<file path="src/rtl/code_storage_loader.sv">
`default_nettype none
// ============================================================================
// code_storage_loader : assembles 12-bit words from a host byte stream and
// writes them to consecutive code storage lines, then enables the storage.
// Revision: 1.0
// ============================================================================
module code_storage_loader #(
  parameter int MAX_LINES  = 4096,
  parameter int LINE_WIDTH = 32
) (
  input  logic                  clk_clk,
  input  logic                  reset_reset_n,
  input  logic                  start,
  input  logic [7:0]            in_data,
  input  logic                  in_valid,
  output logic                  in_ready,
  output logic [11:0]           write_data,
  output logic                  is_write,
  output logic [LINE_WIDTH-1:0] write_line,
  output logic                  storage_enable,
  output logic                  busy,
  output logic                  done,
  output logic                  error
);

  localparam int IDX_W = $clog2(MAX_LINES + 1);

  typedef enum logic [2:0] {
    IDLE   = 3'd0,
    HDR_HI = 3'd1,
    HDR_LO = 3'd2,
    W_HI   = 3'd3,
    W_LO   = 3'd4,
    WRITE  = 3'd5,
    DONE   = 3'd6,
    ERROR  = 3'd7
  } state_t;

  state_t             state;
  state_t             state_nx;
  logic [7:0]         count_hi;
  logic [15:0]        count;
  logic [3:0]         nibble;
  logic [IDX_W-1:0]   index;

  logic               accept;
  logic [15:0]        header;
  logic               last_word;

  assign accept    = in_valid && in_ready;
  assign header    = {count_hi, in_data};
  // index never exceeds MAX_LINES, so the widened compare cannot alias
  assign last_word = ((32'(index) + 32'd1) == 32'(count));

  always_comb begin
    state_nx = state;
    unique case (state)
      IDLE, DONE, ERROR: begin
        if (start) state_nx = HDR_HI;
      end
      HDR_HI: begin
        if (accept) state_nx = HDR_LO;
      end
      HDR_LO: begin
        if (accept) begin
          if (header == 16'd0)
            state_nx = DONE;
          else if (32'(header) > 32'(MAX_LINES))
            state_nx = ERROR;
          else
            state_nx = W_HI;
        end
      end
      W_HI: begin
        if (accept) state_nx = (in_data[7:4] != 4'd0) ? ERROR : W_LO;
      end
      W_LO: begin
        if (accept) state_nx = WRITE;
      end
      WRITE: begin
        state_nx = last_word ? DONE : W_HI;
      end
      default: state_nx = IDLE;
    endcase
  end

  // Outputs are decoded from the next state so they line up with the state register.
  always_ff @(posedge clk_clk) begin
    if (!reset_reset_n) begin
      state          <= IDLE;
      count_hi       <= 8'd0;
      count          <= 16'd0;
      nibble         <= 4'd0;
      index          <= '0;
      in_ready       <= 1'b0;
      is_write       <= 1'b0;
      write_data     <= 12'd0;
      write_line     <= '0;
      storage_enable <= 1'b0;
      busy           <= 1'b0;
      done           <= 1'b0;
      error          <= 1'b0;
    end else begin
      state          <= state_nx;
      in_ready       <= (state_nx inside {HDR_HI, HDR_LO, W_HI, W_LO});
      busy           <= (state_nx inside {HDR_HI, HDR_LO, W_HI, W_LO, WRITE});
      is_write       <= (state_nx == WRITE);
      done           <= (state_nx == DONE);
      storage_enable <= (state_nx == DONE);
      error          <= (state_nx == ERROR);

      if (accept && (state == HDR_HI)) begin
        count_hi <= in_data;
      end
      if (accept && (state == HDR_LO)) begin
        count <= header;
        index <= '0;
      end
      if (accept && (state == W_HI)) begin
        nibble <= in_data[3:0];
      end
      if (accept && (state == W_LO)) begin
        write_data <= {nibble, in_data};
        write_line <= LINE_WIDTH'(index);
      end
      if (state == WRITE) begin
        index <= index + IDX_W'(1);
      end
    end
  end

endmodule
`default_nettype wire

</file>
<file path="config.mk">
export PLATFORM = sky130hd
export DESIGN_NAME = code_storage_loader
export DESIGN_NICKNAME = d
export VERILOG_FILES = /design/src/rtl/code_storage_loader.sv
export SDC_FILE = /design/constraint.sdc
export NUM_CORES = 1
export LEC_CHECK = 0
export CAP_MARGIN = 10
export CELL_PAD_IN_SITES_DETAIL_PLACEMENT = 0
export CELL_PAD_IN_SITES_GLOBAL_PLACEMENT = 1
export CORE_ASPECT_RATIO = 1.25
export CORE_UTILIZATION = 35
export CTS_CLUSTER_DIAMETER = 30
export DETAILED_ROUTE_END_ITERATION = 16
export GPL_ROUTABILITY_DRIVEN = 0
export PLACE_DENSITY = 0.84
export SLEW_MARGIN = 20
export SYNTH_ARGS = -nofsm -noshare
export SYNTH_HDL_FRONTEND = slang
export SYNTH_SLANG_ARGS = --single-unit
</file>
<file path="constraint.sdc">
create_clock -name clk_clk -period 6 [get_ports clk_clk]
set_input_delay 1.5 -clock clk_clk [delete_from_list [all_inputs] [get_ports clk_clk]]
set_output_delay 1.5 -clock clk_clk [all_outputs]
set_load 0.01 [all_outputs]
</file>
**Yosys cells after proc, flatten, opt, wreduce, memory -nomap -nowiden**

Cells that the tools add are included.

- $add $sub $neg: 2
- Magnitude comparators: 1
- Equal/unequal tests: 15
- Mux-type cells: 12
- Reduce and logical (&&, ||, !) cells: 12

Operators by type and width:

| kind | count |
|---|---|
| $mux 13 | 2 |
| $eq 3x3->1 const B | 8 |
| $mux 3 | 8 |
| $pmux 3 s6 | 1 |
| $eq 14x16->1 | 1 |
| $gt 16x13->1 const B | 1 |
| $logic_not 16->1 | 1 |
| $add 13x1->14 const B | 1 |
| $add 13x1->13 const B | 1 |
| $eq 3x2->1 const B | 4 |
| $reduce_bool 4->1 | 2 |
| $eq 3x1->1 const B | 2 |
| $logic_and 1x1->1 | 5 |
| $reduce_bool 5->1 | 1 |
| $logic_not 3->1 | 1 |
| $reduce_or 3->1 | 1 |
| $mux 2 | 1 |
| $reduce_bool 2->1 | 1 |

- Flip-flop bits (word level): 74
- Input bits: 12
- Output and inout port bits: 50

**Longest topological paths before layout**

Gate-level depths: netlist of run 1.

- Depth after elaboration: 7
- Gate-level depth with buffers: 8
- Gate-level depth less buffers: 7

**Least setup slack after synthesis of run 1**

Ideal clock, no wire load.

- Path type: input to register
- Start: in in_data[4]
- End: reg in_ready
- Library setup time: 64 ps
- Arrival: 3052 ps
- Data required time: 5936 ps
- Setup slack: 2883 ps
- Stages: 6
- Path buffers: 0
- Cell sequence: nor4_1 nand4bb_1 a31o_2 or2_2 or3_1 nand4_1

- Cells in the longest elaborated chain, start to end: 7
- Elaborated cells between the ends (all ways): 14
- Classes of those cells: 1 x order compare; 4 x eq/ne; 6 x mux; 3 x reduce/logical

RTL lines:

| what | RTL line | source |
|---|---|---|
| start, declared | 14 | `input logic [7:0] in_data,` |
| $gt 16x13->1 | 68 | `else if (32'(header) > 32'(MAX_LINES))` |
| $mux 3 | 68 |  |
| $mux 3 | 66 | `if (header == 16'd0)` |
| $mux 3 | 65 | `if (accept) begin` |
| $pmux 3 s6 * | 57 | `unique case (state)` |
| $eq 3x1->1, or another cell as far along | 105 | `in_ready <= (state_nx inside {HDR_HI, HDR_LO, W_HI, W_LO});` |
| $reduce_bool 4->1 * | 105 |  |
| end signal, assigned | 105 |  |
| end, declared | 16 | `output logic in_ready,` |

Every way passes the cells marked *; elsewhere a longest branch is shown, timed or not.
A chain may end at the register's enable or synchronous reset.

**Worst setup path after layout of run 1**

- Start: in in_data[5]
- End: reg in_ready

The elaborated chain is that of the path after synthesis.

==> summary.md, run 1 <==
| Metric | Value |
|---|---|
| Drt pass-1 iters | `5` |
| Most frequent cells in the layout | `nand2_1, dfxtp_1, a21oi_1, clkdlybuf4s50_1, nor2_1` |
| Min Tclk post-route | `between 3 and 4 ns` |
| Die H | `between 100 and 150 um` |
| Area of the multi-input gates | `about 0.0019 mm2` |
| R2r setup slk | `3.06 ns` |
| Outcome | `completed` |
| Clk slew on worst S/H paths | `around 0.060 ns` |
| Cell taking the most area after synthesis | `dfxtp_1` |
| Worst IR Drop VDD | `about 0.00015 V` |
| Root Driver | `clkbuf_16` |
| Pin count of the biggest net entering global routing | `36` |
| Cell count after synthesis | `approximately 450` |
| Starting Density | `between 30 and 40%` |
| Fillers | `between 1000 and 1500` |
| Worst R2R Path Depth | `7` |
| Vias in the first global route | `approximately 2900` |
| Initial antenna violation count | `0` |
| Max frequency | `between 0.2 and 0.3 GHz` |
| CP Buf/Inv Count | `1` |
| Initial DRC count | `257` |
| Max Cap Viol | `0` |
| Area added between synthesis and finish | `19.7%` |
| Postcts setup bufs | `0` |
| Share of cells above drive strength 1 | `under 10%` |
| H-tree depth | `3` |
| Leading register cell type out of synthesis | `dfxtp_1` |
| Crit path required time | `between 6 and 7 ns` |
| Max-slew violations | `0` |
| Syn Area/Cell | `about 7.9 um2` |
| CP Class | `in2reg` |
| Yosys Warn Count | `0` |
| Number of routed nets with antenna violations | `0` |
| Vias | `about 3200` |
| Leak | `between 1 and 1.5 nW` |
| Final Core Density | `between 40 and 50%` |
| Setup_tns | `0 ns` |
| CP endpoint kind | `flop` |
| Setup crit start kind | `input port` |
| Die Wd | `just over 90 um` |
| Worst path top cell family by delay | `simple AND/OR/NAND/NOR gates` |
| Final WL | `around 9000 um` |
| DRC | `0` |
| Share of the synthesized area in the top cell type | `roughly two fifths` |
| Core box area | `between 0.009 and 0.01 mm2` |
| I/O Pins | `62` |
| Slowest Stage Delay on Critical Path | `about 0.52 ns` |
| FF-to-FF End | `done` |
| CTS tree | `yes` |
| Clock tree buffer depth | `2` |
| Avg WL per Cell | `14.5 um` |
| Nets | `488` |
| Slew HR | `around 34%` |
| Synth Cell Area | `between 0.003 and 0.004 mm2` |
| Pwr Density | `273 mW/mm2` |
| Critical Path, Cell by Cell | `clkdlybuf4s50_1 > nor4_1 > nand4bb_1 > a31o_2 > or2_2 > or3_1 > nand4_1` |
| # clock sinks | `74` |
| Vias per cell | `5.30` |
| Worst R2R Start | `index[0]` |
| Post-cts resize count | `0` |
| Final count of hold timing violations | `0` |
| FP Rows | `40` |
| Power after layout | `~0.0012 W` |
| Die area | `around 0.011 mm2` |
| Register area | `roughly 0.0015 mm2` |
| PortBufs | `42` |
| Final Cycle Share | `between 50 and 60%` |
| Async SR Flop Fraction | `0%` |
| Estimated wirelength of the detail-placed design | `between 5000 and 6000 um` |
| Critical path fanouts, max | `5` |
| # diodes | `0` |
| Final setup fails | `0` |
| Most common cell after layout, fill and taps aside | `nand2_1` |
| CP endpoint | `in_ready` |
| Post-synth cell types | `51` |
| Worst min-delay path class | `reg2reg` |
| Clock skew | `~0.0090 ns` |
| Worst hold stages | `2` |
| EDFF count, synth | `0` |
| CTS Buf Count | `9` |
| CP Launch Point | `in_data[5]` |
| First-pass GRT wire length | `roughly 15000 um` |
| Worst-margin pin slew | `0.980 ns` |
| Arr. time, crit path | `around 3.9 ns` |
| Slowest-stage cell, CP | `clkdlybuf4s50_1` |
| Worst-Skew Late Latency | `about 0.34 ns` |
| RSZ-0062 raised after global routing | `false` |
| Overall routing resource usage | `between 10% and 20%` |
| Worst path depth | `7` |
| Total gr overflow | `0` |
| Synth Register Bits | `between 70 and 80` |
| Register area share after synthesis | `between 40 and 50%` |
| Cts hold-fix bufs | `0` |
| Area contributors post-synth | `dfxtp_1, nand2_1, a21oi_1, buf_4, mux2i_1` |
[cell families after synthesis]
kind of cell / Yosys count / share of synthesized area, %
AOI/OAI and AO/OA: 97 / 15.8
adders and majority gates: 1 / 0.351
other: 1 / 0.105
DFF: 74 / 41.6
buffers and inverters: 53 / 8.25
muxes: 10 / 2.81
and+or+nand+nor: 200 / 27.2
xor gates and xnor gates: 16 / 3.93
[state kept, by name, summed over array words and instances, names as in the netlist]
signal and flops:
busy 1, count 16, count_hi 8, done 1
error 1, in_ready 1, index 13, is_write 1
nibble 4, state 3, write_data 12, write_line 13
[stage by stage]
stage,cells,setup WS (ns),cell area [um2],hold WS (ns)
floorplan,470,2.88,3630,0.432
global placement,590,2.11,3950,0.445
detailed placement,590,2.05,3950,0.448
CTS,605,2.39,4260,0.457
global route,605,2.17,4260,0.478
finish,605,2.43,4260,0.454
[cell type report]
| cell class | count | share of cell area (%) |
|---|---|---|
| Timing Repair Buffer | 44 | 10.2 |
| Clock inverter | 6 | 2.11 |
| Tap cell | 126 | 3.70 |
| Clock buffer | 9 | 5.28 |
| Sequential cell | 74 | 34.7 |
| Multi-Input combinational cell | 343 | 43.7 |
| Inverter | 3 | 0.264 |
[report_power, final]
| part | total (W) | leakage [nW] | switching, W | internal, W |
|---|---|---|---|---|
| sequential | 0.000512 | 0.597 | 0.0000122 | 0.000500 |
| clock | 0.000578 | 0.152 | 0.000215 | 0.000363 |
| combinational | 0.0000753 | 0.679 | 0.0000449 | 0.0000304 |
| total | 0.00117 | 1.43 | 0.000272 | 0.000893 |
[worst min path at each step]
stage,end,start
3_3_place_gp,write_data[1],write_data[1]
3_5_place_dp,write_data[2],write_data[2]
4_1_cts,write_line[12],write_line[12]
5_1_grt,write_line[8],write_line[8]
2_1_floorplan,write_data[10],nibble[2]
6_report,write_line[11],write_line[11]
[tightest hold or removal path, cell delays in order (launching register included)]
cell     delay, ns
dfxtp_1       0.31
nand2_1       0.05
a21oi_1       0.05
[Yosys cell counts, types with 8 or more instances]
master	n
a21oi_1	63
buf_4	22
clkbuf_1	23
dfxtp_1	74
mux2i_1	10
nand2_1	104
nand3_1	11
nand4_1	9
nor2_1	23
nor3_1	8
nor4_1	8
o21ai_0	11
xnor2_1	8
xor2_1	8
[layer usage]
| layer | vias up | wire length [um] | global-route usage [%] |
|---|---|---|---|
| met1 | 1498 | 3880 | 21.7 |
| met2 | 108 | 4260 | 29.5 |
| met3 | 16 | 393 | 2.84 |
| met5 | - | 0 | 0 |
| li1 | 1583 | - | - |
| met4 | 0 | 239 | 10.3 |
(Power assumes the default switching activity.)
==> inputs of run 2 (changes only) <==
- PLACE_DENSITY: 0.84 -> 0.87
- clock period: 6 -> 3.2 ns (I/O delays scaled with it)
==> run 2 against run 1 <==
  * Final area increased by 2.0%
  * Clock power increased by 82%
  * Sequential share of layout area decreased by 0.68 points
  * Hold slack about the same
  * Global-route usage decreased by 0.27 points
  * First-iteration DRC count decreased by 8.9%
  * Clock skew decreased by 0.0024 ns
  * Routed wire length decreased by 1.8%
  * Critical path type is now reg2reg
  * Largest cell class unchanged
  * Largest power group unchanged
  * Highest routed layer unchanged
==> summary.md, run 2 (synthesis gave the netlist of run 1 again) <==
| Metric | Value |
|---|---|
| Outcome | `completed` |
| Max frequency | `around 0.36 GHz` |
| H-tree depth | `3 (unchanged)` |
| Max reg flops | `16 (unchanged)` |
| FP Rows | `40 (unchanged)` |
| Pin count of the biggest net entering global routing | `48 (+33%)` |
| I/O Pins | `62 (unchanged)` |
| Leak | `1.48 nW (+4.0%)` |
| Die area | `0.0106 mm2 (unchanged)` |
| Clock skew | `0.00656 ns (-0.00244 ns)` |
| Power share of the clock group | `48.5% (-1.1 points)` |
| Final count of hold timing violations | `0 (unchanged)` |
| Drt pass-1 iters | `6 (+1)` |
| CP Class | `reg2reg` |
| Worst-Skew Late Latency | `0.33 ns (about the same)` |
| Reg power frac | `44.2% (+0.3 points)` |
| Die Wd | `92.3 um (unchanged)` |
| P_sw | `0.000522 W (+92%)` |
| CP endpoint kind | `flop` |
| Arr. time, crit path | `2.99 ns (-0.86 ns)` |
| Setup crit start kind | `flop` |
| Layout Cells excl Fill | `618 (+2.1%)` |
| Biggest register | `count` |
| Cts hold-fix bufs | `0 (unchanged)` |
| PnR worst setup slack | `0.450 ns (-1.98 ns)` |
| Postcts setup bufs | `0 (unchanged)` |
| Final WL | `8620 um (-1.8%)` |
| Crit path required time | `3.44 ns (-2.84 ns)` |
| RSZ-0062 raised after global routing | `false` |
| Final setup fails | `0 (unchanged)` |
| Worst Hold Endpoint | `write_line[6]` |
| Post-cts resize count | `0 (unchanged)` |
| Overall routing resource usage | `17.4% (-0.27 points)` |
| Area added between synthesis and finish | `22.1%` |
| Placement Setup Slack | `0.144 ns (-1.91 ns)` |
| Share of cells above drive strength 1 | `8.54% (+2.3 points)` |
| Initial antenna violation count | `0 (unchanged)` |
| Worst R2R Start | `index[4]` |
| FF-to-FF End | `done` |
| Switch share | `24.2% (+0.86 points)` |
| Root Driver | `clkbuf_16` |
| Setup_tns | `0 ns (unchanged)` |
| Total gr overflow | `0 (unchanged)` |
| # diodes | `0 (unchanged)` |
| Slew HR | `39.6% (+5.3 points)` |
| Placed Cells | `602 (+2.0%)` |
| R2r setup slk | `0.45 ns (-2.61 ns)` |
| Power after layout | `0.00216 W (+85%)` |
| Initial DRC count | `234 (-8.9%)` |
| CTS Buf Count | `9 (unchanged)` |
| Max-slew violations | `0 (unchanged)` |
| Gate power share | `7.3% (+0.8 points)` |
| Starting Density | `36.5% (unchanged)` |
| Worst R2R Path Depth | `6 (-1)` |
| Worst-margin pin slew | `0.907 ns (-0.0738 ns)` |
| Core box area | `0.00976 mm2 (unchanged)` |
| Pwr Density | `496 mW/mm2 (+82%)` |
| Number of routed nets with antenna violations | `0 (unchanged)` |
| Critical path fanouts, max | `11 (+6)` |
| Most frequent cells in the layout | `nand2_1, dfxtp_1, a21oi_1, clkdlybuf4s50_1, nor2_1` |
| Worst min-delay path class | `reg2reg` |
| Clk slew on worst S/H paths | `0.06 ns (about the same)` |
| Vias per cell | `5.22 (-1.6%)` |
| Estimated wirelength of the detail-placed design | `6020 um (+0.80%)` |
| CTS tree | `yes` |
| Vias | `3223 (+0.56%)` |
| Final Cycle Share | `between 80 and 90%` |
| Vias in the first global route | `2920 (-0.10%)` |
| Worst Min Path Start | `write_line[6]` |
| Clock tree buffer depth | `2 (unchanged)` |
| Worst IR Drop VDD | `0.000270 V (+76%)` |
| Largest registers | `count (16), index (13), write_line (13)` |
| Die H | `115 um (unchanged)` |
| PortBufs | `42 (unchanged)` |
| First-pass GRT wire length | `14400 um (-1.9%)` |
| Most common cell after layout, fill and taps aside | `nand2_1` |
| Avg WL per Cell | `13.9 um (-3.8%)` |
| # clock sinks | `74 (unchanged)` |
| DRC | `0 (unchanged)` |
| Min Tclk post-route | `around 2.8 ns` |
| Nets | `500 (+2.5%)` |
| Internal power | `0.00164 W (+83%)` |
| Max Cap Viol | `0 (unchanged)` |
| Worst hold stages | `2 (unchanged)` |
[run 2: cell types whose count changed in the layout (fill, tap and decap cells not counted)]
cell	delta
buf_4	+12
inv_8	+1
bufinv_16	-1
clkbuf_8	+1
clkinvlp_4	+1
nor2_1	+1
nor2_2	-1
clkinv_2	-1
[run 2: power by group through the flow]
| stage | clock, W | combinational [W] | sequential, W |
|---|---|---|---|
| 6_report | 0.00105 | 0.000157 | 0.000954 |
| 5_1_grt | 0.00112 | 0.000174 | 0.000955 |
| 4_1_cts | 0.00108 | 0.000157 | 0.000954 |
| 3_5_place_dp | 0 | 0.000156 | 0.000974 |
| 3_3_place_gp | 0 | 0.000152 | 0.000973 |
| 2_1_floorplan | 0 | 0.000115 | 0.000969 |
[run 2: final cells by class]
| cell class | count | area, um2 |
|---|---|---|
| clock buffer | 10 | 239 |
| clock inverter | 6 | 73.8 |
| fill | 988 | 5410 |
| inverter | 3 | 11.3 |
| multi-input combinational | 343 | 1860 |
| sequential | 74 | 1480 |
| tap | 126 | 158 |
| timing repair buffer | 56 | 526 |
[run 2: how the worst max path moves through the flow]
stage,endpoint,startpoint,slack (ns)
finish,done,index[4],0.45
global placement,in_ready,in_data[0],0.15
CTS,done,index[4],0.47
detailed placement,in_ready,in_data[0],0.14
global route,done,index[1],0.33
floorplan,in_ready,in_data[4],0.78
[run 2: routing by layer]
layer	global-route usage, %	routed length, um	vias up
met3	4.30	527	8
met4	6.67	114	0
met5	0	0	-
li1	-	-	1608
met1	21.3	3680	1499
met2	29.7	4290	108
[run 2: through the flow]
stage | hold WS (ns) | util (%) | area [um2]
final | 0.454 | 44.6 | 4350
after global routing | 0.474 | 44.6 | 4350
after CTS | 0.457 | 44.6 | 4350
after detailed placement | 0.449 | 41.4 | 4040
after global placement | 0.444 | 41.4 | 4040
after floorplan | 0.432 | - | 3630
[run 2: critical path, stage by stage (launching register included)]
cell and delay, ns:
dfxtp_1 0.58, nand2_1 0.24, a311o_1 0.42, nor4_1 0.40, o311ai_1 0.27, or4_4 0.49
a211oi_2 0.26
==> inputs of run 3 (changes only) <==
- GPL_ROUTABILITY_DRIVEN: 0 -> unset
==> results of run 3 <==
The final DEF is identical to that of run 2; final timing and power are the same.
